### src/rtl/hazard_pkg.sv
// Shared types and encodings for the pipeline hazard controller:
// FSM state, forwarding-select codes and the shadow-stage record.
package hazard_pkg;

  typedef enum logic {
    RUN     = 1'b0,
    MD_WAIT = 1'b1
  } state_t;

  localparam logic [1:0] FWD_RF    = 2'b00;
  localparam logic [1:0] FWD_EXMEM = 2'b01;
  localparam logic [1:0] FWD_MEMWB = 2'b10;

  localparam int MD_LAT_DEFAULT = 4;
  localparam int CNT_W          = 4;

  typedef struct packed {
    logic       valid;
    logic [4:0] rd;
    logic       gpr_wr;
    logic       mtr;
  } stage_t;

  // True when a shadow stage will write a real (non-zero) register.
  function automatic logic writes_reg(input stage_t s);
    return s.valid && s.gpr_wr && (s.rd != 5'd0);
  endfunction

endpackage

### src/rtl/hazard_ctrl_if.sv
// ID-stage instruction fields in, pipeline steering controls out.
// master = the pipeline datapath side, slave = hazard_ctrl.
interface hazard_ctrl_if;
  logic       id_valid;
  logic [4:0] id_rs;
  logic [4:0] id_rt;
  logic       id_uses_rt;
  logic [4:0] id_rd;
  logic       id_GPRWr;
  logic       id_MTR;
  logic       id_md;
  logic       br_taken;

  logic       o_pc_wr;
  logic       o_ifid_wr;
  logic       o_ifid_flush;
  logic       o_idex_bubble;
  logic [1:0] o_fwdA;
  logic [1:0] o_fwdB;
  logic       o_md_busy;

  modport master (
    output id_valid, id_rs, id_rt, id_uses_rt, id_rd, id_GPRWr, id_MTR, id_md, br_taken,
    input  o_pc_wr, o_ifid_wr, o_ifid_flush, o_idex_bubble, o_fwdA, o_fwdB, o_md_busy
  );

  modport slave (
    input  id_valid, id_rs, id_rt, id_uses_rt, id_rd, id_GPRWr, id_MTR, id_md, br_taken,
    output o_pc_wr, o_ifid_wr, o_ifid_flush, o_idex_bubble, o_fwdA, o_fwdB, o_md_busy
  );
endinterface

### src/rtl/hazard_ctrl_md_timer.sv
// Down-counter timing the multiply/divide occupancy of EX.
// Loads on issue, decrements while waiting, holds at zero.
module md_timer
  import hazard_pkg::*;
(
  input  logic             clk,
  input  logic             rst,
  input  logic             load,
  input  logic [CNT_W-1:0] load_val,
  input  logic             dec,
  output logic             zero
);

  logic [CNT_W-1:0] cnt;

  always_ff @(posedge clk) begin
    if (rst) begin
      cnt <= '0;
    end else if (load) begin
      cnt <= load_val;
    end else if (dec && (cnt != '0)) begin
      cnt <= cnt - 1'b1;
    end
  end

  assign zero = (cnt == '0);

endmodule

### src/rtl/hazard_ctrl.sv
// Hazard controller for a 5-stage pipeline: load-use stall, multi-cycle
// multiply/divide wait, taken-branch flush and EX operand forwarding.
module hazard_ctrl
  import hazard_pkg::*;
#(
  parameter int MD_LAT = MD_LAT_DEFAULT
) (
  input  logic          clk,
  input  logic          rst,
  hazard_ctrl_if.slave  bus
);

  stage_t     id_p;
  stage_t     ex_p0;
  stage_t     mem_p1;
  stage_t     wb_p2;
  state_t     state;
  logic       load_use;
  logic       issue;
  logic       md_start;
  logic       md_zero;
  logic [1:0] fwd_a;
  logic [1:0] fwd_b;
  logic       unused_wb;

  // Forward from the youngest older producer; EX beats MEM.
  function automatic logic [1:0] fwd_sel(input stage_t ex, input stage_t mem,
                                         input logic [4:0] src);
    if (writes_reg(ex) && (ex.rd == src)) begin
      return FWD_EXMEM;
    end else if (writes_reg(mem) && (mem.rd == src)) begin
      return FWD_MEMWB;
    end
    return FWD_RF;
  endfunction

  always_comb begin
    id_p.valid  = bus.id_valid;
    id_p.rd     = bus.id_rd;
    id_p.gpr_wr = bus.id_GPRWr;
    id_p.mtr    = bus.id_MTR;
  end

  always_comb begin
    load_use = ex_p0.valid && ex_p0.mtr && writes_reg(ex_p0) &&
               ((ex_p0.rd == bus.id_rs) ||
                (bus.id_uses_rt && (ex_p0.rd == bus.id_rt)));
    issue    = bus.id_valid && !load_use && (state == RUN) && !bus.br_taken;
    md_start = issue && bus.id_md;
  end

  // ID -> EX -> MEM -> WB shadow shift; only the valid bits are reset.
  always_ff @(posedge clk) begin
    ex_p0        <= id_p;
    ex_p0.valid  <= issue;
    mem_p1       <= ex_p0;
    wb_p2        <= mem_p1;
    if (rst) begin
      ex_p0.valid  <= 1'b0;
      mem_p1.valid <= 1'b0;
      wb_p2.valid  <= 1'b0;
    end
  end

  // WB is tracked for completeness but nothing forwards from it.
  assign unused_wb = ^wb_p2;

  md_timer u_md_timer (
    .clk      (clk),
    .rst      (rst),
    .load     (md_start),
    .load_val (CNT_W'(MD_LAT - 1)),
    .dec      (state == MD_WAIT),
    .zero     (md_zero)
  );

  // FSM and registered forwarding selects for the instruction entering EX.
  always_ff @(posedge clk) begin
    if (rst) begin
      state <= RUN;
      fwd_a <= FWD_RF;
      fwd_b <= FWD_RF;
    end else begin
      fwd_a <= issue ? fwd_sel(ex_p0, mem_p1, bus.id_rs) : FWD_RF;
      fwd_b <= (issue && bus.id_uses_rt) ? fwd_sel(ex_p0, mem_p1, bus.id_rt) : FWD_RF;
      case (state)
        RUN:     if (md_start) state <= MD_WAIT;
        MD_WAIT: if (md_zero)  state <= RUN;
        default: state <= RUN;
      endcase
    end
  end

  // Priority: reset, taken branch, multiply/divide wait, load-use, normal flow.
  always_comb begin
    bus.o_pc_wr       = 1'b1;
    bus.o_ifid_wr     = 1'b1;
    bus.o_ifid_flush  = 1'b0;
    bus.o_idex_bubble = 1'b0;
    if (rst) begin
      bus.o_pc_wr       = 1'b0;
      bus.o_ifid_wr     = 1'b0;
      bus.o_ifid_flush  = 1'b1;
      bus.o_idex_bubble = 1'b1;
    end else if (bus.br_taken) begin
      bus.o_ifid_flush  = 1'b1;
      bus.o_idex_bubble = 1'b1;
    end else if ((state == MD_WAIT) || load_use) begin
      bus.o_pc_wr       = 1'b0;
      bus.o_ifid_wr     = 1'b0;
      bus.o_idex_bubble = 1'b1;
    end
  end

  assign bus.o_md_busy = !rst && (state == MD_WAIT);
  assign bus.o_fwdA    = fwd_a;
  assign bus.o_fwdB    = fwd_b;

endmodule

### src/flat_wrapper.sv
// flat-port wrapper written by rule: the top's interface ports become plain ports
module hazard_ctrl_flat import hazard_pkg::*;
#(
  parameter int MD_LAT = MD_LAT_DEFAULT
)
  (clk, rst, bus_id_valid, bus_id_rs, bus_id_rt, bus_id_uses_rt, bus_id_rd, bus_id_GPRWr, bus_id_MTR, bus_id_md, bus_br_taken, bus_o_pc_wr, bus_o_ifid_wr, bus_o_ifid_flush, bus_o_idex_bubble, bus_o_fwdA, bus_o_fwdB, bus_o_md_busy);
  hazard_ctrl_if bus_i ();
  input  logic clk;
  input  logic rst;
  input wire logic [$bits(bus_i.id_valid)-1:0] bus_id_valid;
  input wire logic [$bits(bus_i.id_rs)-1:0] bus_id_rs;
  input wire logic [$bits(bus_i.id_rt)-1:0] bus_id_rt;
  input wire logic [$bits(bus_i.id_uses_rt)-1:0] bus_id_uses_rt;
  input wire logic [$bits(bus_i.id_rd)-1:0] bus_id_rd;
  input wire logic [$bits(bus_i.id_GPRWr)-1:0] bus_id_GPRWr;
  input wire logic [$bits(bus_i.id_MTR)-1:0] bus_id_MTR;
  input wire logic [$bits(bus_i.id_md)-1:0] bus_id_md;
  input wire logic [$bits(bus_i.br_taken)-1:0] bus_br_taken;
  output wire logic [$bits(bus_i.o_pc_wr)-1:0] bus_o_pc_wr;
  output wire logic [$bits(bus_i.o_ifid_wr)-1:0] bus_o_ifid_wr;
  output wire logic [$bits(bus_i.o_ifid_flush)-1:0] bus_o_ifid_flush;
  output wire logic [$bits(bus_i.o_idex_bubble)-1:0] bus_o_idex_bubble;
  output wire logic [$bits(bus_i.o_fwdA)-1:0] bus_o_fwdA;
  output wire logic [$bits(bus_i.o_fwdB)-1:0] bus_o_fwdB;
  output wire logic [$bits(bus_i.o_md_busy)-1:0] bus_o_md_busy;
  assign bus_i.id_valid = bus_id_valid;
  assign bus_i.id_rs = bus_id_rs;
  assign bus_i.id_rt = bus_id_rt;
  assign bus_i.id_uses_rt = bus_id_uses_rt;
  assign bus_i.id_rd = bus_id_rd;
  assign bus_i.id_GPRWr = bus_id_GPRWr;
  assign bus_i.id_MTR = bus_id_MTR;
  assign bus_i.id_md = bus_id_md;
  assign bus_i.br_taken = bus_br_taken;
  assign bus_o_pc_wr = bus_i.o_pc_wr;
  assign bus_o_ifid_wr = bus_i.o_ifid_wr;
  assign bus_o_ifid_flush = bus_i.o_ifid_flush;
  assign bus_o_idex_bubble = bus_i.o_idex_bubble;
  assign bus_o_fwdA = bus_i.o_fwdA;
  assign bus_o_fwdB = bus_i.o_fwdB;
  assign bus_o_md_busy = bus_i.o_md_busy;
  hazard_ctrl #(.MD_LAT(MD_LAT)) u_core (.clk(clk), .rst(rst), .bus(bus_i));
endmodule
### config.mk
export PLATFORM = sky130hd
export DESIGN_NAME = hazard_ctrl_flat
export DESIGN_NICKNAME = d
export VERILOG_FILES = /design/src/rtl/hazard_pkg.sv /design/src/rtl/hazard_ctrl_if.sv /design/src/rtl/hazard_ctrl_md_timer.sv /design/src/rtl/hazard_ctrl.sv /design/src/flat_wrapper.sv
export SDC_FILE = /design/constraint.sdc
export NUM_CORES = 1
export LEC_CHECK = 0
export ABC_AREA = 1
export BUFFER_PORTS_ARGS = -buffer_cell sky130_fd_sc_hd__buf_2
export CAP_MARGIN = 0
export CORE_MARGIN = 5
export CORE_UTILIZATION = 47
export CTS_BUF_LIST = sky130_fd_sc_hd__clkbuf_2
export DETAILED_ROUTE_END_ITERATION = 8
export GPL_TIMING_DRIVEN = 1
export PLACE_DENSITY = 0.85
export SLEW_MARGIN = 10
export SYNTH_ARGS = -nofsm -noshare
export SYNTH_HDL_FRONTEND = slang
export SYNTH_SLANG_ARGS = --single-unit
### constraint.sdc
create_clock -name clk -period 1.28 [get_ports clk]
set_clock_uncertainty 0.1 [all_clocks]
set_input_delay 0.064 -clock clk [delete_from_list [all_inputs] [get_ports clk]]
set_output_delay 0.064 -clock clk [all_outputs]
set_load 0.02 [all_outputs]
; Yosys cells after proc, flatten, opt, wreduce, memory -nomap -nowiden
; Index checks and enable logic that the tools add are counted.
[op_classes]
n_addsub = 1
eq_ne = 4
n_mux = 23
bitwise_logic = 5
n_reduce_logical = 34
[op_table]
columns = op, count
row1 = $eq A5 B5 Y1, 4
row2 = $logic_and A1 B1 Y1, 19
row3 = $mux W1, 18
row4 = $reduce_bool A5 Y1, 2
row5 = $mux W2, 4
row6 = $reduce_or A4 Y1, 2
row7 = $reduce_or A3 Y1, 2
row8 = $not A1 Y1, 5
row9 = $logic_not A4 Y1, 1
row10 = $reduce_bool A4 Y1, 1
row11 = $sub A4 B1 Y4 const B, 1
row12 = $logic_not A1 Y1, 3
row13 = $logic_or A1 B1 Y1, 2
row14 = $pmux W1 S2, 1
row15 = $reduce_bool A2 Y1, 1
row16 = $reduce_or A2 Y1, 1
[totals]
register_bits = 24
word_cells = 81

; Logic depth before layout (Yosys ltp)
; Gate-level depths: netlist (run 1).
[logic_depth]
word_depth = 11
ltp_mapped = 10
mapped_depth_nobuf = 10

; By module
; A second synthesis (run 1) with hierarchy kept.
[unflattened]
hier_cells = 152
hier_area_um2 = 1187.4
[by_module_without_submodules]
columns = mod, instances, cells_per_inst, area_each_um2, seq_area_each_um2
row1 = hazard_ctrl, 1, 111, 913.4, 400.4
row2 = md_timer, 1, 41, 274.0, 80.1

; Worst setup path before layout (run 1)
; OpenSTA, ideal clock, no wires.
[synth_timing]
kind = flip-flop to output port
startpoint = reg u_core.ex_p0[5] in the netlist's numbering
endpoint = out bus_o_pc_wr
t_arrival_ns = 1.439
required_time_ns = 1.116
slack_ns = -0.323
path_stages_with_launch = 9
path_buffers = 1
cell_sequence = dfxtp_1 > nor3_1 > nand3_1 > nand3_2 > nor2_1 > nand2_4 > a21oi_1 > nor2_1 > buf_4
[synth_via]
elab_chain_cells = 8
elab_cells_between_ends = 12
cone_classes = eq/ne: 2 / mux: 3 / reduce/logical: 7
[synth_rtl]
columns = element, line
row1 = from (decl), hazard_ctrl.sv:14  ; stage_t ex_p0;
row2 = from (signal assigned), hazard_ctrl.sv:54  ; ex_p0 <= id_p;
row3 = $eq A5 B5 Y1 / $reduce_bool A5 Y1 (equally long branches), "hazard_ctrl.sv:47, hazard_pkg.sv:26"
row4 = $logic_and A1 B1 Y1 (on tied branches), "hazard_ctrl.sv:47, hazard_pkg.sv:26"
row5 = $logic_or A1 B1 Y1 / $logic_and A1 B1 Y1 (equally long branches), "hazard_ctrl.sv:46, hazard_ctrl.sv:45"
row6 = $logic_and A1 B1 Y1 (*), hazard_ctrl.sv:45  ; load_use = ex_p0.valid && ex_p0.mtr && writes_reg(ex_p0) &&
row7 = $logic_or A1 B1 Y1 (*), hazard_ctrl.sv:108  ; end else if ((state == MD_WAIT) || load_use) begin
row8 = $mux W1 (*) (3 in series), -
row9 = to (decl), flat_wrapper.sv:19  ; output wire logic [$bits(bus_i.o_pc_wr)-1:0] bus_o_pc_wr;
; Every way passes the cells marked *; elsewhere a longest branch is shown, timed or not.

; Worst setup path after layout (run 1)
[layout_timing]
startpoint = reg u_core.ex_p0[6] in the netlist's numbering
endpoint = out bus_o_pc_wr
[layout_via]
elab_chain_cells = 8
elab_cells_between_ends = 12
cone_classes = eq/ne: 2 / mux: 3 / reduce/logical: 7
[layout_rtl]
columns = element, line
row1 = $eq A5 B5 Y1 / $reduce_bool A5 Y1 (equally long branches), "hazard_ctrl.sv:47, hazard_pkg.sv:26"
row2 = $logic_and A1 B1 Y1 (on tied branches), "hazard_ctrl.sv:47, hazard_pkg.sv:26"
row3 = $logic_or A1 B1 Y1 / $logic_and A1 B1 Y1 (equally long branches), "hazard_ctrl.sv:46, hazard_ctrl.sv:45"
row4 = $logic_and A1 B1 Y1 (*), hazard_ctrl.sv:45
row5 = $logic_or A1 B1 Y1 (*), hazard_ctrl.sv:108
row6 = $mux W1 (*), hazard_ctrl.sv:108
row7 = $mux W1 (*), hazard_ctrl.sv:105  ; end else if (bus.br_taken) begin
row8 = $mux W1 (*), hazard_ctrl.sv:100  ; if (rst) begin
; Marked as above.

==> impl_metrics.ini, run 1 <==
[die]
io_pins = 32
core_area_sq_mm = 0.00223
dieArea_sq_mm = 0.00344
start_util = 0.497
fp.dieW_um = 58.6
die_y_um = 58.6
row_count = 17

[timing]
drv_slew = 0
slew_headroom = 0.728
finalHoldViolCount = 0
finalSetupTns_ps = -5040
finalSetupViolCount = 13
tightest_slew_ps = 407
fin_crit_ps = 1860
worst_slack_ps = -583
fmax_ghz = 0.537
min_period_over_period = 1.46
rsz0062_at_grt = yes

[layout]
drive_above_1_share = 0.463
stdcell_count = 218
antennaDiodeCount = 0
design_area_sq_mm = 0.00171
fillers = 153
nNetsFinal = 215
utilization = 0.768
area_growth_pct = 54.3

[clock_network]
cts_made_buffers = 3
cts_tree = done
ctsLongestPathBuffers = 2
cts_root_buf = clkbuf_2
ctsHtreeMaxLevel = 1
clock_latency_ps = 340
clkSlewWorstSetupHoldPaths_ps = 220
cts.sink_count = 24

[worst_setup_path]
slowest_delay_ps = 410
required_ps = 1120
cp_cell_sequence = xor2_1 > nor2_1 > nand3_2 > nand2_2 > nand2_4 > a21oi_4 > nor2_4 > buf_6
cp_max_fo = 4
r2r_end = u_core.u_md_timer.cnt[3]
path_delay_family = simple AND/OR/NAND/NOR gates
crit_type = flip-flop to output pin
rr_worst_depth = 10
crit_slowest_cell = dfxtp_4
critical_path_depth = 8
r2r_slack_ps = -380
setup.worst_path.end = bus_o_pc_wr
arrival_ps = 1700
cp-startpoint = u_core.ex_p0[6]
r2r_start = u_core.ex_p0[6]
start_kind = flip-flop
setup.worst_path.end_class = output pin
crit_buf_inv = 1

[placed_design]
numPortBuffers = 31
post-dp-hpwl_um = 1880
place_area_sq_mm = 0.00138
gp_congestion = 0.845
placed_cells = 196

[yosys]
avgSynthCellArea_sq_um = 8.35
synth_seq_cells = 24
yosys.area.top_type = dfxtp_1
synth-seq-area-share = 0.432
syn_area_sq_mm = 0.00111
syn_inst = 133
ys_warn_count = 0
synthTopCellsByArea = dfxtp_1 43%, xnor2_1 7.9%, inv_1 7.8%, nand2_1 7.1%, xor2_1 5.5%
synth_nets = 157
synth_cell_types = 24
yosysTopAreaCellShare = 0.432

[run_status]
violations = negative setup slack
status = finished with violations

[route]
drt-initial-drc-count = 7
vias_per_cell = 4.71
ant_nets = 0
wl_per_cell_um = 12.9
drc = 0
dr.pass1.iters = 4
drt_wl_total_um = 2820
num_vias = 1026

[power_and_ir_drop]
comb_power_share = 0.187
ir_drop_uv = 875
p_switching_w = 0.000407
switching_share = 0.253
p_clk_frac = 0.309
p_int_w = 0.00120
power.leakage_nw = 0.751
p_per_area_mw_per_mm2 = 938
p_seq_frac = 0.503
power_w = 0.00161

[global_route]
overflow = 0
grt_max_degree = 15
first_global_vias = 1038
grtUsageTotal = 0.163
grt_pass1_wl_um = 4280
antenna_found_initial = 0

[run]
max-cap-violations = 0

[min_path]
min_path_type = primary input to flip-flop
hp-start = bus_br_taken
==> final cells by class <==
| type | count | area [sq um] | area share |
|---|---|---|---|
| repair buffers | 55 | 413 | 0.241 |
| multi-input cells | 83 | 636 | 0.371 |
| flip-flops and latches | 24 | 495 | 0.289 |
| clock buffers | 3 | 15.0 | 0.00876 |
| clock inverters | 1 | 30.0 | 0.0175 |
| inverters | 24 | 90.1 | 0.0526 |
| well taps | 28 | 35.0 | 0.0204 |
==> sequential cells by signal, indices dropped and copies added (netlist names) <==
register / count
u_core.state: 1
u_core.mem_p1: 7
u_core.ex_p0: 8
u_core.u_md_timer.cnt: 4
u_core.bus.o_fwdA: 2
u_core.bus.o_fwdB: 2
==> what timing repair did <==
item                                   in CTS  in global routing
pin swaps                                  11                 12
resized for setup                          23                 23
setup endpoints to repair                  14                 14
buffers inserted                            4                  4
hold buffers                               12                  0
endpoints found under the hold margin      18                  0
==> placed cells by master, fill, tap and decap left out, types with 3 or more instances in the layout <==
| master | synthesis | final |
|---|---|---|
| nand4_1 | 4 | 4 |
| buf_4 | 1 | 6 |
| nor2_2 | 1 | 3 |
| inv_2 | 1 | 7 |
| buf_2 | 0 | 27 |
| nand2_2 | 2 | 5 |
| dlygate4sd3_1 | 0 | 12 |
| xnor2_1 | 10 | 10 |
| dfxtp_1 | 24 | 18 |
| dfxtp_4 | 0 | 3 |
| nor2_1 | 14 | 9 |
| nand2_1 | 21 | 18 |
| xor2_1 | 7 | 7 |
| nor2_4 | 0 | 3 |
| clkbuf_2 | 0 | 3 |
| nand3_4 | 0 | 3 |
| dfxtp_2 | 0 | 3 |
| inv_1 | 23 | 17 |
| a21oi_2 | 0 | 3 |
| buf_6 | 0 | 10 |
==> worst reg2reg max path, cell delays in order, from the launching register on <==
cell and delay, ps:
dfxtp_4 410, xor2_1 160, nor2_1 160, nand3_2 130, nand2_2 120, nand2_4 70, buf_6 120, buf_6 120
nand4_4 90, nand2_2 70, nor2_1 80
==> power groups by stage <==
stage	logic, W	clock network (W)	registers (W)
finish	0.000301	0.000497	0.000809
global route	0.000329	0.000529	0.000813
CTS	0.000269	0.000510	0.000805
detailed placement	0.000223	0	0.000822
global placement	0.000214	0	0.000820
floorplan	0.000141	0	0.000816
==> Yosys cell counts (all sizes together) <==
master	instances
a21oi	4
a31oi	1
buf	1
clkbuf	1
dfxtp	24
ha	1
inv	24
nand2	24
nand3	5
nand4	6
nor2	15
nor3	5
nor4	1
o21ai	3
or2	1
xnor2	10
xor2	7
==> cell families (layout without fill, tap and decap cells) <==
logic type	after synthesis	in the layout	share of synthesized area
and+or+nand+nor	57	57	0.280
buffers and inverters	26	83	0.0912
DFF	24	24	0.432
xor gates and xnor gates	17	17	0.134
AOI/OAI and AO/OA	8	8	0.0507
adders and majority gates	1	1	0.0113
==> per-layer routing <==
metal / GRT usage / vias up / wire length, um
li1: - / 524 / -
met1: 0.187 / 471 / 1140
met2: 0.289 / 25 / 1470
met3: 0.0570 / 6 / 151
met4: 0.0356 / 0 / 53
met5: 0 / - / 0
==> worst min path at each step <==
stage / slack, ps / depth (start not counted) / end
floorplan: -8 / 0 / u_core.ex_p0[0]
detailed placement: 70 / 1 / u_core.ex_p0[5]
finish: 20 / 4 / u_core.state
CTS: 3 / 6 / u_core.bus.o_fwdA[1]
global placement: 70 / 1 / u_core.ex_p0[4]
global route: 20 / 4 / u_core.u_md_timer.cnt[1]
==> per-stage QoR <==
| stage | hold WS [ps] | worst slack [ps] |
|---|---|---|
| 6_report | 18.0 | -583 |
| 5_1_grt | 22.1 | -717 |
| 4_1_cts | 3.48 | -581 |
| 3_5_place_dp | 67.5 | -226 |
| 3_3_place_gp | 65.8 | -194 |
| 2_1_floorplan | -8.28 | -127 |
Power figures use the tool's default switching activity.
==> inputs of run 2 (changes only) <==
Settings changed: CORE_UTILIZATION 47 to 24, PLACE_DENSITY 0.85 to 0.54.
Clock period 1.28 ns to 1.55 ns, I/O delays scaled along.
==> run 2 against run 1 <==
Effect of this change: via count shrank 7.8%; global-route usage decreased by 8.0 points; sequential power is 18% lower; first-iteration DRC count is 100% higher; clock power fell by 52%; count of clock-buffer cells in the layout is the same; non-clock buffer count decreased by 7; final cell count up 7.8%; the run still ends with negative setup slack left; sequential share of layout area rose by 2.0 points; register-to-register slack improved by 340 ps.
==> impl_metrics.ini, run 2 (synthesized netlist as in run 1, its figures left out) <==
[layout]
drive_above_1_share = 0.404
largest_reg_flops = 8
layout_common_cells = 28 x buf_2, 20 x inv_1, 19 x dfxtp_1
area_growth_pct = 44.7
layout_commonest_cell = buf_2
antennaDiodeCount = 0
design_area_sq_mm = 0.00161
top_register = u_core.ex_p0
nNetsFinal = 208
top_regs = u_core.ex_p0 (8), u_core.mem_p1 (7), u_core.u_md_timer.cnt (4)

[clock_network]
ctsLongestPathBuffers = 2
clock_latency_ps = 330
cts_tree = done
ctsHtreeMaxLevel = 1
cts_made_buffers = 3
clkSlewWorstSetupHoldPaths_ps = 220
cts.sink_count = 24
cts_root_buf = clkbuf_2

[global_route]
grtUsageTotal = 0.0823
grt_max_degree = 14
antenna_found_initial = 0
grt_pass1_wl_um = 4170
overflow = 0
first_global_vias = 945

[timing]
drv_slew = 0
fin_crit_ps = 1810
worst_slack_ps = -265
min_period_over_period = 1.17
finalSetupViolCount = 6
rsz0062_at_grt = yes
tightest_slew_ps = 420
slew_headroom = 0.719
whs_ps = 28.9
finalHoldViolCount = 0
fmax_ghz = 0.551

[route]
drt-initial-drc-count = 14
wl_per_cell_um = 10.3
vias_per_cell = 4.03
dr.pass1.iters = 4
drt_wl_total_um = 2420
num_vias = 946
ant_nets = 0
drc = 0

[worst_setup_path]
r2r_slack_ps = -40
path_delay_family = simple AND/OR/NAND/NOR gates
crit_type = flip-flop to output pin
r2r_start = u_core.ex_p0[5]
cp_cell_sequence = inv_2 > nand2_1 > nand2_1 > nor2_2 > nand4_1 > nand2_2 > nand2_4 > a21oi_2 > nor2_2 > buf_6
required_ps = 1370
r2r_end = u_core.u_md_timer.cnt[3]
crit_buf_inv = 2
setup.worst_path.end_class = output pin
rr_worst_depth = 12
crit_slowest_cell = dfxtp_4
start_kind = flip-flop
slowest_delay_ps = 440
arrival_ps = 1640
cp_max_fo = 5

[die]
row_count = 24
io_pins = 32
core_area_sq_mm = 0.00441
dieArea_sq_mm = 0.00609
die_y_um = 78.0
fp.dieW_um = 78.0
start_util = 0.252

[power_and_ir_drop]
p_per_area_mw_per_mm2 = 702
power_w = 0.00113
power.leakage_nw = 0.702
ir_drop_uv = 248

[placed_design]
gp_congestion = 0.745
place_area_sq_mm = 0.00132
place_ws_ps = 1.89
numPortBuffers = 31
post-dp-hpwl_um = 1810

[min_path]
hold_end = u_core.bus.o_fwdA[1]
min_path_type = primary input to flip-flop
hp-start = bus_id_rs[0]
min_path_cells = 6

[run_status]
violations = negative setup slack
status = finished with violations

[run]
max-cap-violations = 0
==> run 2: changes by cell type in the layout (fill, tap and decap cells not counted), moves of 3 or more <==
| cell | before | now |
|---|---|---|
| inv_2 | 7 | 4 |
| inv_1 | 17 | 20 |
| buf_4 | 6 | 3 |
| buf_6 | 10 | 5 |
==> run 2: power by group <==
part           switching [W]  internal [W]  leakage [nW]  total [W]
registers          0.0000231      0.000641         0.200   0.000664
logic               0.000110      0.000113         0.488   0.000223
clock network       0.000184     0.0000561        0.0140   0.000241
total               0.000317      0.000811         0.702    0.00113
==> run 2: layer usage <==
layer | vias to the layer above | part of all wire | track usage
li1 | 510 | - | -
met5 | - | 0 | 0
met2 | 15 | 0.49 | 0.135
met4 | 0 | 0.012 | 0.0355
met1 | 419 | 0.45 | 0.105
met3 | 2 | 0.040 | 0.0149
==> run 2: what timing repair did <==
| item | 4_1_cts | 5_1_grt |
|---|---|---|
| endpoints found under the setup margin | 3 | 13 |
| resized for setup | 16 | 22 |
| endpoints found under the hold margin | 18 | 0 |
| setup buffers | 3 | 3 |
| pin swaps | 1 | 12 |
| hold buffers | 12 | 0 |
==> run 2: worst max-delay path by stage <==
stage,to,cells past startpoint,slack (ps),startpoint
2_1_floorplan,bus_o_pc_wr,8,50,u_core.ex_p0[5]
3_3_place_gp,bus_o_ifid_wr,10,20,u_core.ex_p0[2]
3_5_place_dp,bus_o_ifid_wr,10,2,u_core.ex_p0[2]
4_1_cts,bus_o_ifid_wr,10,-270,u_core.ex_p0[2]
5_1_grt,bus_o_pc_wr,10,-420,u_core.ex_p0[3]
6_report,bus_o_ifid_wr,10,-260,u_core.ex_p0[5]
==> run 2: area by class of cell <==
| class | count | area [sq um] |
|---|---|---|
| clock inverter | 1 | 3.75 |
| fill | 483 | 2810 |
| timing repair buffer | 48 | 339 |
| inverter | 24 | 90.1 |
| clock buffer | 3 | 15.0 |
| tap | 52 | 65.1 |
| sequential | 24 | 497 |
| multi-input combinational | 83 | 598 |
==> run 2: worst min-delay path: cells and delay by family <==
kind / cells / cell delay, ps
buffers and inverters: 1 / 100
and+or+nand+nor: 4 / 200
xor gates and xnor gates: 1 / 60
==> run 2: per-stage QoR <==
step,setup TNS [ps],std cells,utilization
6_report,-829,235,0.364
5_1_grt,-2160,235,0.364
4_1_cts,-757,233,0.345
2_1_floorplan,0,133,-
3_3_place_gp,0,214,0.300
3_5_place_dp,0,214,0.300
